==> config.mk <==
export PLATFORM = sky130hd
export DESIGN_NAME = rca_seq_adder
export DESIGN_NICKNAME = d
export VERILOG_FILES = /design/src/rtl/rca_seq_adder.sv
export SDC_FILE = /design/constraint.sdc
export NUM_CORES = 1
export LEC_CHECK = 0
export CORE_MARGIN = 1.5
export CORE_UTILIZATION = 50
export CTS_BUF_LIST = sky130_fd_sc_hd__clkbuf_4 sky130_fd_sc_hd__clkbuf_8
export DETAILED_ROUTE_END_ITERATION = 7
export GPL_TIMING_DRIVEN = 0
export PLACE_DENSITY = 0.78
export SKIP_LAST_GASP = 1
export SYNTH_ARGS = -nofsm -noshare
export SYNTH_HDL_FRONTEND = slang
export SYNTH_SLANG_ARGS = --single-unit
==> constraint.sdc <==
create_clock -name clk -period 6 [get_ports clk]
set_input_delay 1.2 -clock clk [delete_from_list [all_inputs] [get_ports clk]]
set_output_delay 1.2 -clock clk [all_outputs]
set_load 0.01 [all_outputs]
==> src/rtl/rca_seq_adder.sv <==
// Multi-byte serial adder: one 8-bit ripple-carry adder stepped over NBYTES cycles, LSB byte first.
// Optional subtract mode (extra `sub` port) is enabled by defining RCA_SEQ_SUB_EN.

module rca8bit (
  input  logic [7:0] A,
  input  logic [7:0] B,
  input  logic       Cin,
  output logic [7:0] Sum,
  output logic       Cout
);
  logic carry;

  always_comb begin
    Sum   = '0;
    carry = Cin;
    for (int i = 0; i < 8; i++) begin
      Sum[i] = A[i] ^ B[i] ^ carry;
      carry  = (A[i] & B[i]) | (carry & (A[i] ^ B[i]));
    end
    Cout = carry;
  end
endmodule

// state | meaning
// IDLE  | waiting for an operand pair, in_ready high
// RUN   | adding one byte per cycle, idx selects the current byte
// DONE  | result held on sum/cout with out_valid high until out_ready
module rca_seq_adder #(
  parameter int NBYTES = 4
) (
  input  logic                clk,
  input  logic                rst,
  input  logic                in_valid,
  output logic                in_ready,
  input  logic [8*NBYTES-1:0] a,
  input  logic [8*NBYTES-1:0] b,
  input  logic                cin,
`ifdef RCA_SEQ_SUB_EN
  input  logic                sub,
`endif
  output logic                out_valid,
  input  logic                out_ready,
  output logic [8*NBYTES-1:0] sum,
  output logic                cout,
  output logic                busy
);
  localparam int W    = 8 * NBYTES;
  localparam int IDXW = (NBYTES > 1) ? $clog2(NBYTES) : 1;
  localparam logic [IDXW-1:0] IDX_LAST = IDXW'(NBYTES - 1);

  localparam logic [1:0] IDLE = 2'd0;
  localparam logic [1:0] RUN  = 2'd1;
  localparam logic [1:0] DONE = 2'd2;

  logic [1:0]      state_q, state_d;
  logic [W-1:0]    a_sh_q, a_sh_d;
  logic [W-1:0]    b_sh_q, b_sh_d;
  logic [W-1:0]    sum_sh_q, sum_sh_d;
  logic [W-1:0]    sum_q, sum_d;
  logic            carry_q, carry_d;
  logic            cout_q, cout_d;
  logic [IDXW-1:0] idx_q, idx_d;

  logic [W-1:0]    b_in;
  logic            carry_init;
  logic [7:0]      byte_sum;
  logic            byte_cout;
  logic [W+7:0]    sum_cat;

`ifdef RCA_SEQ_SUB_EN
  // Subtract as a + ~b + 1; the inversion is applied once when the operand is latched.
  assign b_in       = sub ? ~b : b;
  assign carry_init = sub ? 1'b1 : cin;
`else
  assign b_in       = b;
  assign carry_init = cin;
`endif

  rca8bit u_rca (
    .A    (a_sh_q[7:0]),
    .B    (b_sh_q[7:0]),
    .Cin  (carry_q),
    .Sum  (byte_sum),
    .Cout (byte_cout)
  );

  // Concatenate then drop the low byte so NBYTES=1 needs no special case.
  assign sum_cat = {byte_sum, sum_sh_q};

  always_comb begin
    state_d  = state_q;
    a_sh_d   = a_sh_q;
    b_sh_d   = b_sh_q;
    sum_sh_d = sum_sh_q;
    sum_d    = sum_q;
    carry_d  = carry_q;
    cout_d   = cout_q;
    idx_d    = idx_q;
    case (state_q)
      IDLE: begin
        if (in_valid) begin
          a_sh_d  = a;
          b_sh_d  = b_in;
          carry_d = carry_init;
          idx_d   = '0;
          state_d = RUN;
        end
      end
      RUN: begin
        a_sh_d   = a_sh_q >> 8;
        b_sh_d   = b_sh_q >> 8;
        sum_sh_d = sum_cat[W+7:8];
        carry_d  = byte_cout;
        idx_d    = idx_q + 1'b1;
        if (idx_q == IDX_LAST) begin
          sum_d   = sum_cat[W+7:8];
          cout_d  = byte_cout;
          state_d = DONE;
        end
      end
      DONE: begin
        if (out_ready) state_d = IDLE;
      end
      default: state_d = IDLE;
    endcase
  end

  always_ff @(posedge clk or posedge rst) begin
    if (rst) begin
      state_q  <= IDLE;
      a_sh_q   <= '0;
      b_sh_q   <= '0;
      sum_sh_q <= '0;
      sum_q    <= '0;
      carry_q  <= 1'b0;
      cout_q   <= 1'b0;
      idx_q    <= '0;
    end else begin
      state_q  <= state_d;
      a_sh_q   <= a_sh_d;
      b_sh_q   <= b_sh_d;
      sum_sh_q <= sum_sh_d;
      sum_q    <= sum_d;
      carry_q  <= carry_d;
      cout_q   <= cout_d;
      idx_q    <= idx_d;
    end
  end

  assign in_ready  = (state_q == IDLE);
  assign out_valid = (state_q == DONE);
  assign busy      = (state_q == RUN) || (state_q == DONE);
  assign sum       = sum_q;
  assign cout      = cout_q;
endmodule

==> impl_metrics.tcl, run 1 <==
set metrics [dict create \
    cts_root_buf "clkbuf_8" \
    numPortBuffers 104 \
    cts_num_sinks 126 \
    die_area_um2 11410 \
    hold_viol_final 0 \
    crit_arrival_ns 4.15 \
    syn_nets 530 \
    cts-resized-gates 0 \
    rows 37 \
    rr_worst_depth 12 \
    place_hpwl_um 8250 \
    cap_viol_max_count 0 \
    postLayoutCellArea_um2 6987 \
    routedWlPerCell_um 15.34 \
    setup_viol 0 \
    r2r_start "a_sh_q[0]" \
    grt_max_degree 88 \
    drc 0 \
    critPathTopFamily "adder cells" \
    ys_warn_count 0 \
    antenna_cells 0 \
    synth-seq-cells 126 \
    crit_path_frequent_cell "fa_1" \
    yosysSeqAreaShare 0.5850 \
    syn_inst 449 \
    area_growth_pct 29.62 \
    clk_latency_ns 0.43 \
    path_max_fanout 2 \
    clock_skew_ns 0.01669 \
    drt_iter0_markers 105 \
    hp-class "reg -> reg" \
    grt_overflow_total 0 \
    power.density_nw_per_um2 560.2 \
    placement.cell_area_um2 6634 \
    rsz0062_at_grt "no" \
    power_leakage_nw 3.114 \
    synth_fa_ha_area_frac 0.03900 \
    status "completed" \
    ios 105 \
    final_antenna_net_count 0 \
    min_period_ns 3.798 \
    avgSynthCellArea_um2 12.00 \
    cts_setup_buffers 0 \
    cts_hold_buf 0 \
    cp-end-kind "register" \
    wl_um 11060 \
    place_congestion 0.7728 \
    synth-simple-area-share 0.06871 \
    fin_setup_tns_ns 0 \
    die_h_um 106.8 \
    synth_top_family_by_area "multiplexers" \
    path_cells "fa_1 > inv_1 > fa_1 > inv_1 > fa_1 > fa_1 > fa_1 > fa_1 > fa_1 > inv_1 > fa_1 > o21ai_0" \
    regToRegEndpoint "sum[31]" \
    required_ns 6.35 \
    ir_drop_uv 229.3 \
    layout.nets 654 \
    grt_pass1_wl_um 18280 \
    dr_total_vias 3703 \
    crit_buf_inv 3 \
    netlist_area_um2 5390 \
    clk_pin_slew_ns 0.07 \
    start_util 0.5198 \
    core_um2 10370 \
    vias_per_cell 5.136 \
    cts_max_level 4 \
    maxSlewHeadroom 0.6616 \
    die_w_um 106.8 \
    cts_tree "yes" \
    max_stage_delay_ns 0.42 \
    antenna_found_initial 0 \
    holdPathStages 2 \
    synth_xor_area_frac 0 \
    worstMarginPinSlew_ns 0.5076 \
    n_fill_cell 790 \
    regToRegSetupSlack_ns 2.20 \
    min_to "sum[25]" \
    firstDrtPassIters 4 \
    cp-start-kind "register" \
    min_period_over_period 0.6330 \
    clock.fmax_ghz 0.2633 \
    cts_buffer_depth 2 \
    synth_compound_area_frac 0.07057 \
    min-delay-start "sum[25]" \
    post-route-util 0.6737 \
    drv_slew 0 \
    cts_buffers 17 \
    drive_gt1_frac 0.1829 \
    yosys-mux-area-fraction 0.2045 \
    grtUsageTotal 0.2114 \
    grt_pass1_vias 3810 \
    cp_slowest_cell "fa_1" \
    path_class "reg -> reg" \
    synthDistinctLibCells 21 \
]
## area by class of cell
type,instances,area (um2),area share
Sequential cell,126,3153,0.4513
Timing Repair Buffer,105,1069,0.1529
Buffer,27,132.6,0.01898
Tap cell,136,170.2,0.02436
Inverter,11,46.29,0.006626
Multi-Input combinational cell,285,2063,0.2953
Clock inverter,12,97.59,0.01397
Clock buffer,19,255.2,0.03653
## report_power, final
part,switching [mW],internal (mW)
clock,0.326,0.334
combinational,0.855,0.900
sequential,0.235,1.26
total,1.42,2.50
## how the worst max path moves through the flow
stage,start,to,slack (ns),depth (start not counted)
6_report,a_sh_q[0],sum[31],2.20,12
5_1_grt,a_sh_q[0],sum[31],2.01,12
4_1_cts,a_sh_q[0],sum[31],2.19,12
3_5_place_dp,a_sh_q[0],sum[31],2.21,12
3_3_place_gp,rst,a_sh_q[24],-0.08,2
2_1_floorplan,rst,a_sh_q[0],1.44,1
## flip-flops by register name, indices dropped and copies added (netlist names)
signal,flops
idx_q,2
cout,1
sum_sh_q,24
state_q,2
sum,32
b_sh_q,32
a_sh_q,32
carry_q,1
## logic make-up after synthesis
kind of cell               count (synthesis)
DFF                                      126
buffers and inverters                     38
adders and majority gates                 12
AOI/OAI and AO/OA                         75
muxes                                    103
and+or+nand+nor                           95
## cell usage after synthesis, drive strengths merged
master | count | area [um2]
nor2 | 2 | 7.510
a31oi | 2 | 12.51
and2 | 2 | 12.51
buf | 19 | 102.6
mux2 | 54 | 608.1
nand3 | 1 | 5.000
o21ai | 53 | 265.3
inv | 11 | 41.29
nand2 | 87 | 326.6
clkbuf | 8 | 30.03
nor2b | 1 | 6.260
a21oi | 19 | 95.09
o211ai | 1 | 7.510
mux2i | 49 | 494.2
fa | 8 | 160.2
dfrtp | 126 | 3153
ha | 4 | 50.05
nand2b | 2 | 12.51
## per-stage QoR
step	total power [mW]	hold WS (ns)	cells	worst slack [ns]
global placement	3.206	0.4657	689	-0.07797
global route	4.208	0.5095	721	2.007
CTS	3.962	0.4896	721	2.192
finish	3.914	0.4852	721	2.202
floorplan	2.656	0.4553	449	1.444
detailed placement	3.300	0.4735	690	2.208
## routing by layer
metal | track usage | up-vias | wire length [um]
met5 | 0 | - | 0
met4 | 0.08667 | 0 | 235
met3 | 0.06079 | 14 | 570
met2 | 0.3320 | 127 | 5270
met1 | 0.2769 | 1790 | 4986
li1 | - | 1772 | -
## worst register-to-register path, delay by kind of cell (launching register included)
kind	cells	cell delay (ns)
buffers and inverters	3	0.22
AO/OA/AOI/OAI	1	0.16
flip-flops	1	0.40
adder cells (fa/ha/maj)	8	2.94
## layout by cell type (no fill, tap or decap), drive strengths merged
master,instances
a21oi,19
a31oi,2
and2,2
buf,20
bufinv,1
clkbuf,27
clkdlybuf4s50,104
clkinv,6
clkinvlp,5
dfrtp,126
fa,8
ha,4
inv,11
mux2,54
mux2i,49
nand2,87
nand2b,2
nand3,1
nor2,2
nor2b,1
o211ai,1
o21ai,53
No activity file was read; power rests on OpenSTA's default activity.
==> run 2: changes to the inputs <==
==> constraint.sdc (replaced) <==
create_clock -name clk -period 3.92 [get_ports clk]
set_input_delay 0.784 -clock clk [delete_from_list [all_inputs] [get_ports clk]]
set_output_delay 0.784 -clock clk [all_outputs]
set_load 0.01 [all_outputs]
==> impl_metrics.tcl, run 2 (synthesis results as in run 1) <==
set metrics [dict create \
    status "completed" \
    die_w_um 106.8 \
    cts_root_buf "clkbuf_8" \
    cts-resized-gates 0 \
    clock_skew_ns 0.01190 \
    cap_viol_max_count 0 \
    ir_drop_uv 359.5 \
    setup_viol 0 \
    clk_latency_ns 0.43 \
    routedWlPerCell_um 15.90 \
    core_um2 10370 \
    cts_num_sinks 126 \
    antenna_cells 0 \
    min_period_over_period 0.9688 \
    antenna_found_initial 0 \
    final_antenna_net_count 0 \
    cp-end-kind "register" \
    cts_setup_buffers 0 \
    drt_iter0_markers 114 \
    path_max_fanout 2 \
    numPortBuffers 104 \
    clock.fmax_ghz 0.2633 \
    cts_buffers 17 \
    drc 0 \
    cp-start-kind "register" \
    cts_tree "yes" \
    min_period_ns 3.798 \
    place_congestion 0.7752 \
    die_area_um2 11410 \
    p_sw_frac 0.3590 \
    grt_pass1_wl_um 18760 \
    final_common_cell "dfrtp_1" \
    clk_pin_slew_ns 0.07 \
    hold_ws_ns 0.4873 \
    cts_buffer_depth 2 \
    grt_max_degree 43 \
    path_class "reg -> reg" \
    hp-class "reg -> reg" \
    seqPwrFrac 0.371 \
    rows 37 \
    placement.cell_area_um2 6665 \
    wl_um 11510 \
    cts_max_level 4 \
    pre_cts_ws_ns 0.08644 \
    power.density_nw_per_um2 875.7 \
    final_cell_mix "dfrtp_1, clkdlybuf4s50_1, nand2_1" \
    ios 105 \
    dr_total_vias 3759 \
    area_growth_pct 31.55 \
    maxSlewHeadroom 0.6728 \
    timing.final.ws_setup_ns 0.1223 \
    start_util 0.5198 \
    layout.nets 656 \
    grtUsageTotal 0.2155 \
    worstMarginPinSlew_ns 0.4897 \
    combPwrFrac 0.441 \
    drv_slew 0 \
    crit_arrival_ns 4.15 \
    switching_power_mw 2.229 \
    power.internal_mw 3.980 \
    grt_pass1_vias 3863 \
    grt_overflow_total 0 \
    vias_per_cell 5.192 \
    postLayoutCellArea_um2 7091 \
    power_leakage_nw 3.152 \
    place_hpwl_um 8525 \
    clkPwrFrac 0.189 \
    drive_gt1_frac 0.1905 \
    hold_viol_final 0 \
    firstDrtPassIters 5 \
    cts_hold_buf 0 \
    die_h_um 106.8 \
    required_ns 4.27 \
]
run 2: path summary, 6_finish.rpt:
check	from	depth (start not counted)	slack, ns	to
setup / recovery	a_sh_q[0]	12	0.12	sum_sh_q[31]
hold / removal	a_sh_q[17]	2	0.49	a_sh_q[17]
setup reg to reg	a_sh_q[0]	12	0.12	sum_sh_q[31]
hold reg to reg	a_sh_q[17]	2	0.49	a_sh_q[17]
max in group asynchronous	rst	4	2.41	a_sh_q[25]
min in group asynchronous	rst	2	0.73	sum[4]
run 2: stage by stage:
stage / TNS (ns) / instances / util / power [mW]
floorplan: 0 / 449 / - / 4.065
global placement: 0 / 689 / 0.6369 / 4.906
detailed placement: 0 / 692 / 0.6427 / 5.059
CTS: 0 / 724 / 0.6833 / 6.250
global route: -0.01615 / 724 / 0.6838 / 6.648
finish: 0 / 724 / 0.6838 / 6.209
run 2: routing by layer:
metal,track usage,wire length [um],up-vias
li1,-,-,1778
met1,0.2722,4999,1841
met2,0.3603,5694,125
met3,0.05957,617,15
met4,0.07048,197,0
met5,0,0,-
run 2: worst max-delay path: stages, from the launching register on:
cell and delay [ns]:
dfrtp_1 0.40, fa_1 0.43, inv_1 0.08, fa_1 0.18
inv_1 0.06, fa_1 0.38, fa_1 0.41, fa_2 0.37
fa_2 0.36, fa_1 0.37, inv_1 0.08, fa_1 0.43
a21oi_1 0.15
run 2: final cells by class:
| class | instances | area, um2 |
|---|---|---|
| flip-flops and latches | 126 | 3153 |
| plain buffers | 27 | 132.6 |
| repair buffers | 107 | 1101 |
| clock inverters | 13 | 165.2 |
| clock buffers | 19 | 255.2 |
| multi-input cells | 285 | 2068 |
| inverters | 11 | 45.04 |
| fillers | 785 | 3279 |
| well taps | 136 | 170.2 |
run 2: power by group through the flow:
stage	Clock, mW	Sequential (mW)	Combinational, mW
2_1_floorplan	0	2.30	1.77
3_3_place_gp	0	2.29	2.62
3_5_place_dp	0	2.32	2.74
4_1_cts	1.19	2.30	2.76
5_1_grt	1.25	2.37	3.03
6_report	1.17	2.30	2.74
